===== src/rtl/sparc_ifu_thrsched_pkg.sv =====
// sparc_ifu_thrsched_pkg: thread-state encodings, status bit positions and scheduler FSM states.
package sparc_ifu_thrsched_pkg;
  localparam int TCR_READY = 4;
  localparam int TCR_RUN = 2;
  localparam logic [4:0] THRFSM_IDLE = 5'b00000;
  localparam logic [4:0] THRFSM_WAIT = 5'b00001;
  localparam logic [4:0] THRFSM_HALT = 5'b00010;
  localparam logic [4:0] THRFSM_RDY = 5'b11001;
  localparam logic [4:0] THRFSM_SPEC_RDY = 5'b10011;
  localparam logic [4:0] THRFSM_RUN = 5'b00101;
  localparam logic [4:0] THRFSM_SPEC_RUN = 5'b00111;
  typedef enum logic [1:0] {ST_NONE, ST_GRANT, ST_RUN} thr_fsm_e;
endpackage


===== src/rtl/sparc_ifu_rrpick4.sv =====
// sparc_ifu_rrpick4: first ready, non-excluded thread scanning rr_ptr+1, +2, +3, rr_ptr.
module sparc_ifu_rrpick4 (
  input  logic [3:0] ready,
  input  logic [1:0] rr_ptr,
  input  logic [3:0] excl,
  output logic [1:0] pick,
  output logic       pick_vld
);
  logic [3:0] cand;
  logic [1:0] idx;
  assign cand = ready & ~excl;
  // Scan farthest offset first so the nearest candidate overwrites and wins.
  always_comb begin
    pick = 2'd0;
    pick_vld = 1'b0;
    idx = rr_ptr;
    for (int i = 4; i >= 1; i--) begin
      idx = rr_ptr + 2'(i);
      if (cand[idx]) begin
        pick = idx;
        pick_vld = 1'b1;
      end
    end
  end
endmodule


===== src/rtl/sparc_ifu_thrsched.sv =====
// sparc_ifu_thrsched: round-robin 4-thread scheduler with run quantum,
// emitting registered schedule/switch_out strobes to the thread FSMs.
module sparc_ifu_thrsched
  import sparc_ifu_thrsched_pkg::*;
#(
  parameter int QUANTUM_W = 4,
  parameter int QUANTUM = 8
) (
  input  logic        clk,
  input  logic        arst_l,
  input  logic [19:0] thr_state,
  input  logic        stall_s,
  input  logic        force_switch,
  output logic [3:0]  schedule,
  output logic [3:0]  switch_out,
  output logic [1:0]  cur_thr,
  output logic        cur_vld
);
  localparam logic [QUANTUM_W-1:0] QLOAD = QUANTUM_W'(QUANTUM);
  thr_fsm_e state, state_nx;
  logic [QUANTUM_W-1:0] cnt, cnt_nx;
  logic [1:0] rr_ptr, rr_nx, cur_nx, pick;
  logic [3:0] ready, running, excl, sched_nx, swo_nx;
  logic vld_nx, pick_vld, cur_run, unused_bits;
  for (genvar t = 0; t < 4; t++) begin : g_bits
    assign ready[t] = thr_state[5*t+TCR_READY];
    assign running[t] = thr_state[5*t+TCR_RUN];
  end
  assign unused_bits = ^thr_state;
  assign cur_run = running[cur_thr];
  assign excl = (state == ST_RUN) ? 4'b0001 << cur_thr : 4'b0000;
  sparc_ifu_rrpick4 u_pick (
    .ready(ready),
    .rr_ptr(rr_ptr),
    .excl(excl),
    .pick(pick),
    .pick_vld(pick_vld)
  );
  // GRANT holds while its schedule pulse is out, then checks the thread reached RUN.
  always_comb begin
    state_nx = state;
    cnt_nx = cnt;
    rr_nx = rr_ptr;
    cur_nx = cur_thr;
    vld_nx = cur_vld;
    sched_nx = 4'b0000;
    swo_nx = 4'b0000;
    case (state)
      ST_NONE:
        if (!stall_s && pick_vld) begin
          sched_nx = 4'b0001 << pick;
          cur_nx = pick;
          rr_nx = pick;
          vld_nx = 1'b1;
          cnt_nx = QLOAD;
          state_nx = ST_GRANT;
        end
      ST_GRANT:
        if (~|schedule) begin
          state_nx = cur_run ? ST_RUN : ST_NONE;
          vld_nx = cur_run;
        end
      ST_RUN:
        if (!cur_run) begin
          vld_nx = 1'b0;
          state_nx = ST_NONE;
        end else if (!stall_s) begin
          if ((cnt == '0 || force_switch) && pick_vld) begin
            swo_nx = 4'b0001 << cur_thr;
            sched_nx = 4'b0001 << pick;
            cur_nx = pick;
            rr_nx = pick;
            cnt_nx = QLOAD;
            state_nx = ST_GRANT;
          end else begin
            cnt_nx = (cnt == '0) ? QLOAD : cnt - 1'b1;
          end
        end
      default: state_nx = ST_NONE;
    endcase
  end
  always_ff @(posedge clk or negedge arst_l) begin
    if (!arst_l) begin
      state <= ST_NONE;
      cnt <= '0;
      rr_ptr <= 2'd3;
      cur_thr <= 2'd0;
      cur_vld <= 1'b0;
      schedule <= 4'b0000;
      switch_out <= 4'b0000;
    end else begin
      state <= state_nx;
      cnt <= cnt_nx;
      rr_ptr <= rr_nx;
      cur_thr <= cur_nx;
      cur_vld <= vld_nx;
      schedule <= sched_nx;
      switch_out <= swo_nx;
    end
  end
endmodule


===== config.mk =====
export PLATFORM = sky130hd
export DESIGN_NAME = sparc_ifu_thrsched
export DESIGN_NICKNAME = d
export VERILOG_FILES = /design/src/rtl/sparc_ifu_thrsched_pkg.sv /design/src/rtl/sparc_ifu_rrpick4.sv /design/src/rtl/sparc_ifu_thrsched.sv
export SDC_FILE = /design/constraint.sdc
export NUM_CORES = 1
export LEC_CHECK = 0
export ABC_AREA = 1
export ABC_CLOCK_PERIOD_IN_PS = 1800
export CAP_MARGIN = 30
export CORE_ASPECT_RATIO = 0.5
export CORE_MARGIN = 5
export CORE_UTILIZATION = 47
export CTS_BUF_LIST = sky130_fd_sc_hd__clkbuf_16
export CTS_CLUSTER_SIZE = 8
export DETAILED_ROUTE_END_ITERATION = 6
export GPL_TIMING_DRIVEN = 1
export PLACE_DENSITY = 0.79
export SETUP_SLACK_MARGIN = 0.15
export SLEW_MARGIN = 20
export SYNTH_ARGS = -nofsm -noshare
export SYNTH_HDL_FRONTEND = slang
export SYNTH_SLANG_ARGS = --single-unit

===== constraint.sdc =====
create_clock -name clk -period 1.8 [get_ports clk]
set_input_delay 0.54 -clock clk [delete_from_list [all_inputs] [get_ports clk]]
set_output_delay 0.54 -clock clk [all_outputs]
set_load 0.05 [all_outputs]

==> impl_metrics.py <==
metrics = {
    "sta": {
        "period_share": 0.959,
        "hold_viol": 0,
        "postLayoutSetupSlackWorst_ps": 74.3,
        "rsz0062_at_grt": "true",
        "worst_pin_slew_ps": 250,
        "min_period_ps": 1730,
        "setup_viol": 0,
        "maxClockFrequency_mhz": 579,
        "slew_viol_final": 0,
        "finClkSkew_ps": 7.17,
        "fin_setup_tns_ps": 0,
        "whs_ps": 544,
        "slew_headroom": 0.833,
    },
    "status": {
        "outcome": "finished clean",
    },
    "synth": {
        "synth-main-ff-cell": "dfrtp_1",
        "avgSynthCellArea_sq_um": 7.76,
        "synthXorXnorAreaFrac": 0.0142,
        "synth_cells": 159,
        "synth.largest_area_cell": "dfrtp_1",
        "synth-edff-count": 0,
        "yosys.area_share.adder": 0.0203,
        "yosysMostFrequentCell": "nand2_1",
        "synth_top_family_by_area": "simple AND/OR/NAND/NOR gates",
        "yosysWarnings": 0,
        "synth_simple_gate_area_frac": 0.430,
        "synth_mux_area_frac": 0,
        "yosysUniqueCellTypes": 25,
        "syn_nets": 185,
        "seq_area_frac_synth": 0.387,
        "synth_top_area_frac": 0.345,
        "synth-seq-cells": 19,
        "synth_common_cells": "nand2_1 (43), dfrtp_1 (17), inv_1 (17)",
        "synthTopCellsByArea": "dfrtp_1 (34%), nand2_1 (13%), nand2_2 (6.1%)",
        "synth_compound_area_frac": 0.0659,
        "synthArstFlopShare": 1.00,
        "netlist_area_sq_um": 1230,
    },
    "layout": {
        "final_net_count": 226,
        "drive_gt1_frac": 0.508,
        "syn_to_final_growth_pct": 53.3,
        "antenna_cells": 0,
    },
    "grt": {
        "overflow": 0,
        "grt_pass1_wl_microns": 4800,
        "grt_use_total": 0.167,
        "grt_max_degree": 20,
        "grt_pass1_vias": 1122,
        "antenna_found_initial": 0,
    },
    "clocking": {
        "cts_tree": "done",
        "clkLatencyLatePin_ps": 250,
        "htreeDepth": 1,
        "clock-sinks": 19,
        "cts_buffer_depth": 2,
        "clkTransAtPathRegs_ps": 60,
        "root_buffer": "clkbuf_16",
        "cts-buffers-inserted": 3,
        "cts_hold_buf": 0,
    },
    "setup_path": {
        "worstSetupStartpointType": "flip-flop",
        "critPathLaunch": "cur_thr[0]",
        "path_class": "flip-flop to flip-flop",
        "end_kind": "flip-flop",
        "arrival_ps": 1870,
        "r2r-start": "cur_thr[0]",
        "required_ps": 1950,
        "crit_path_max_fanout": 7,
    },
    "die": {
        "die_area_sq_um": 3810,
        "rows": 13,
        "start_util": 0.483,
        "die_x_microns": 82.5,
        "coreArea_sq_um": 2550,
        "dieHeight_microns": 46.2,
        "ios": 35,
    },
    "power": {
        "leakage_nw": 0.944,
        "vdd_drop_max_v": 0.000945,
        "power_density_nw_per_um2": 1950,
    },
    "placed_design": {
        "portBuffers": 22,
        "dp_slack_ps": -182,
        "gp_congestion": 0.865,
        "place_hpwl_microns": 2000,
    },
    "route": {
        "first_pass_iters": 4,
        "vias": 1202,
        "wl_microns": 3290,
        "drt_iter0_markers": 80,
        "routedWlPerCell_microns": 14.0,
        "via_per_inst": 5.09,
        "antenna_left": 0,
        "route.detailed.drc": 0,
    },
    "min_path": {
        "min_path_type": "flip-flop to flip-flop",
        "min_from": "cnt[1]",
    },
    "job": {
        "drv_cap": 0,
    },
}
flip-flops by register name, summed over array words and instances (netlist names):
register    count
cur_thr         2
schedule        4
cnt             4
cur_vld         1
rr_ptr          2
state           2
switch_out      4
layout by cell type, fill, tap and decap left out, types with 4 or more instances in the layout:
cell type	Yosys	layout
o21ai_2	0	4
inv_2	3	8
nand2_2	12	24
dlygate4sd2_1	0	8
nor2_1	12	8
buf_4	0	17
o21ai_0	8	6
nor2_2	3	4
nand3_1	12	7
nand2_1	43	29
nor2_4	4	7
inv_1	17	12
nand3_2	1	6
dfrtp_1	17	15
buf_12	0	8
through the flow:
| stage | power [mW] | cell area, sq um | instances | utilization |
|---|---|---|---|---|
| floorplan | 2.08 | 1240 | 159 | - |
| global placement | 2.68 | 1610 | 223 | 0.629 |
| detailed placement | 2.74 | 1610 | 223 | 0.629 |
| CTS | 3.39 | 1790 | 234 | 0.700 |
| global route | 3.93 | 1890 | 236 | 0.741 |
| finish | 3.69 | 1890 | 236 | 0.741 |
worst max-delay path, stage by stage, from the launching register on:
cell	delay, ps
dfrtp_2	480
inv_2	90
nor2_4	110
nand2_1	80
nand2_2	90
nor2_4	50
nor2_4	160
inv_2	90
o21ai_4	240
clkinv_2	120
nand2_2	70
nand2_1	50
final timing paths:
path | endpoint | slack (ps) | cells past startpoint
setup reg to reg | cnt[1] | 70 | 11
hold reg to reg | cnt[1] | 540 | 2
min in group asynchronous | cnt[0] | 620 | 2
setup / recovery | cnt[1] | 70 | 11
hold / removal | cnt[1] | 540 | 2
max in group asynchronous | rr_ptr[0] | 910 | 2
logic make-up after synthesis:
kind of cell    count (synthesis)
compound gates                 14
fa+ha+maj                       2
simple gates                   98
xor+xnor                        2
buf+inv                        24
flops                          19
report_power, final:
group | switching (mW) | leakage (nW) | internal (mW)
sequential | 0.192 | 0.244 | 0.592
clock | 0.161 | 0.0409 | 0.298
combinational | 1.45 | 0.659 | 1.00
total | 1.80 | 0.944 | 1.89
routing by layer:
| layer | up-vias | routed length (microns) | share of wire | GRT usage |
|---|---|---|---|---|
| li1 | 578 | - | - | - |
| met1 | 593 | 1380 | 0.42 | 0.200 |
| met2 | 27 | 1790 | 0.54 | 0.312 |
| met3 | 4 | 96 | 0.029 | 0.0313 |
| met4 | 0 | 29 | 0.0088 | 0.0397 |
| met5 | - | 0 | 0 | 0 |
layout make-up:
cell class	count	area [sq um]
multi-input combinational	116	788
tap	37	46.3
clock inverter	1	5.00
inverter	23	97.6
sequential	19	480
fill	169	662
clock buffer	3	75.1
timing repair buffer	37	399
timing repair:
item / 4_1_cts / 5_1_grt
endpoints found under the setup margin: 16 / 19
resized for setup: 28 / 29
buffers inserted: 7 / 2
pin swaps: 16 / 6
(Power assumes the default switching activity.)
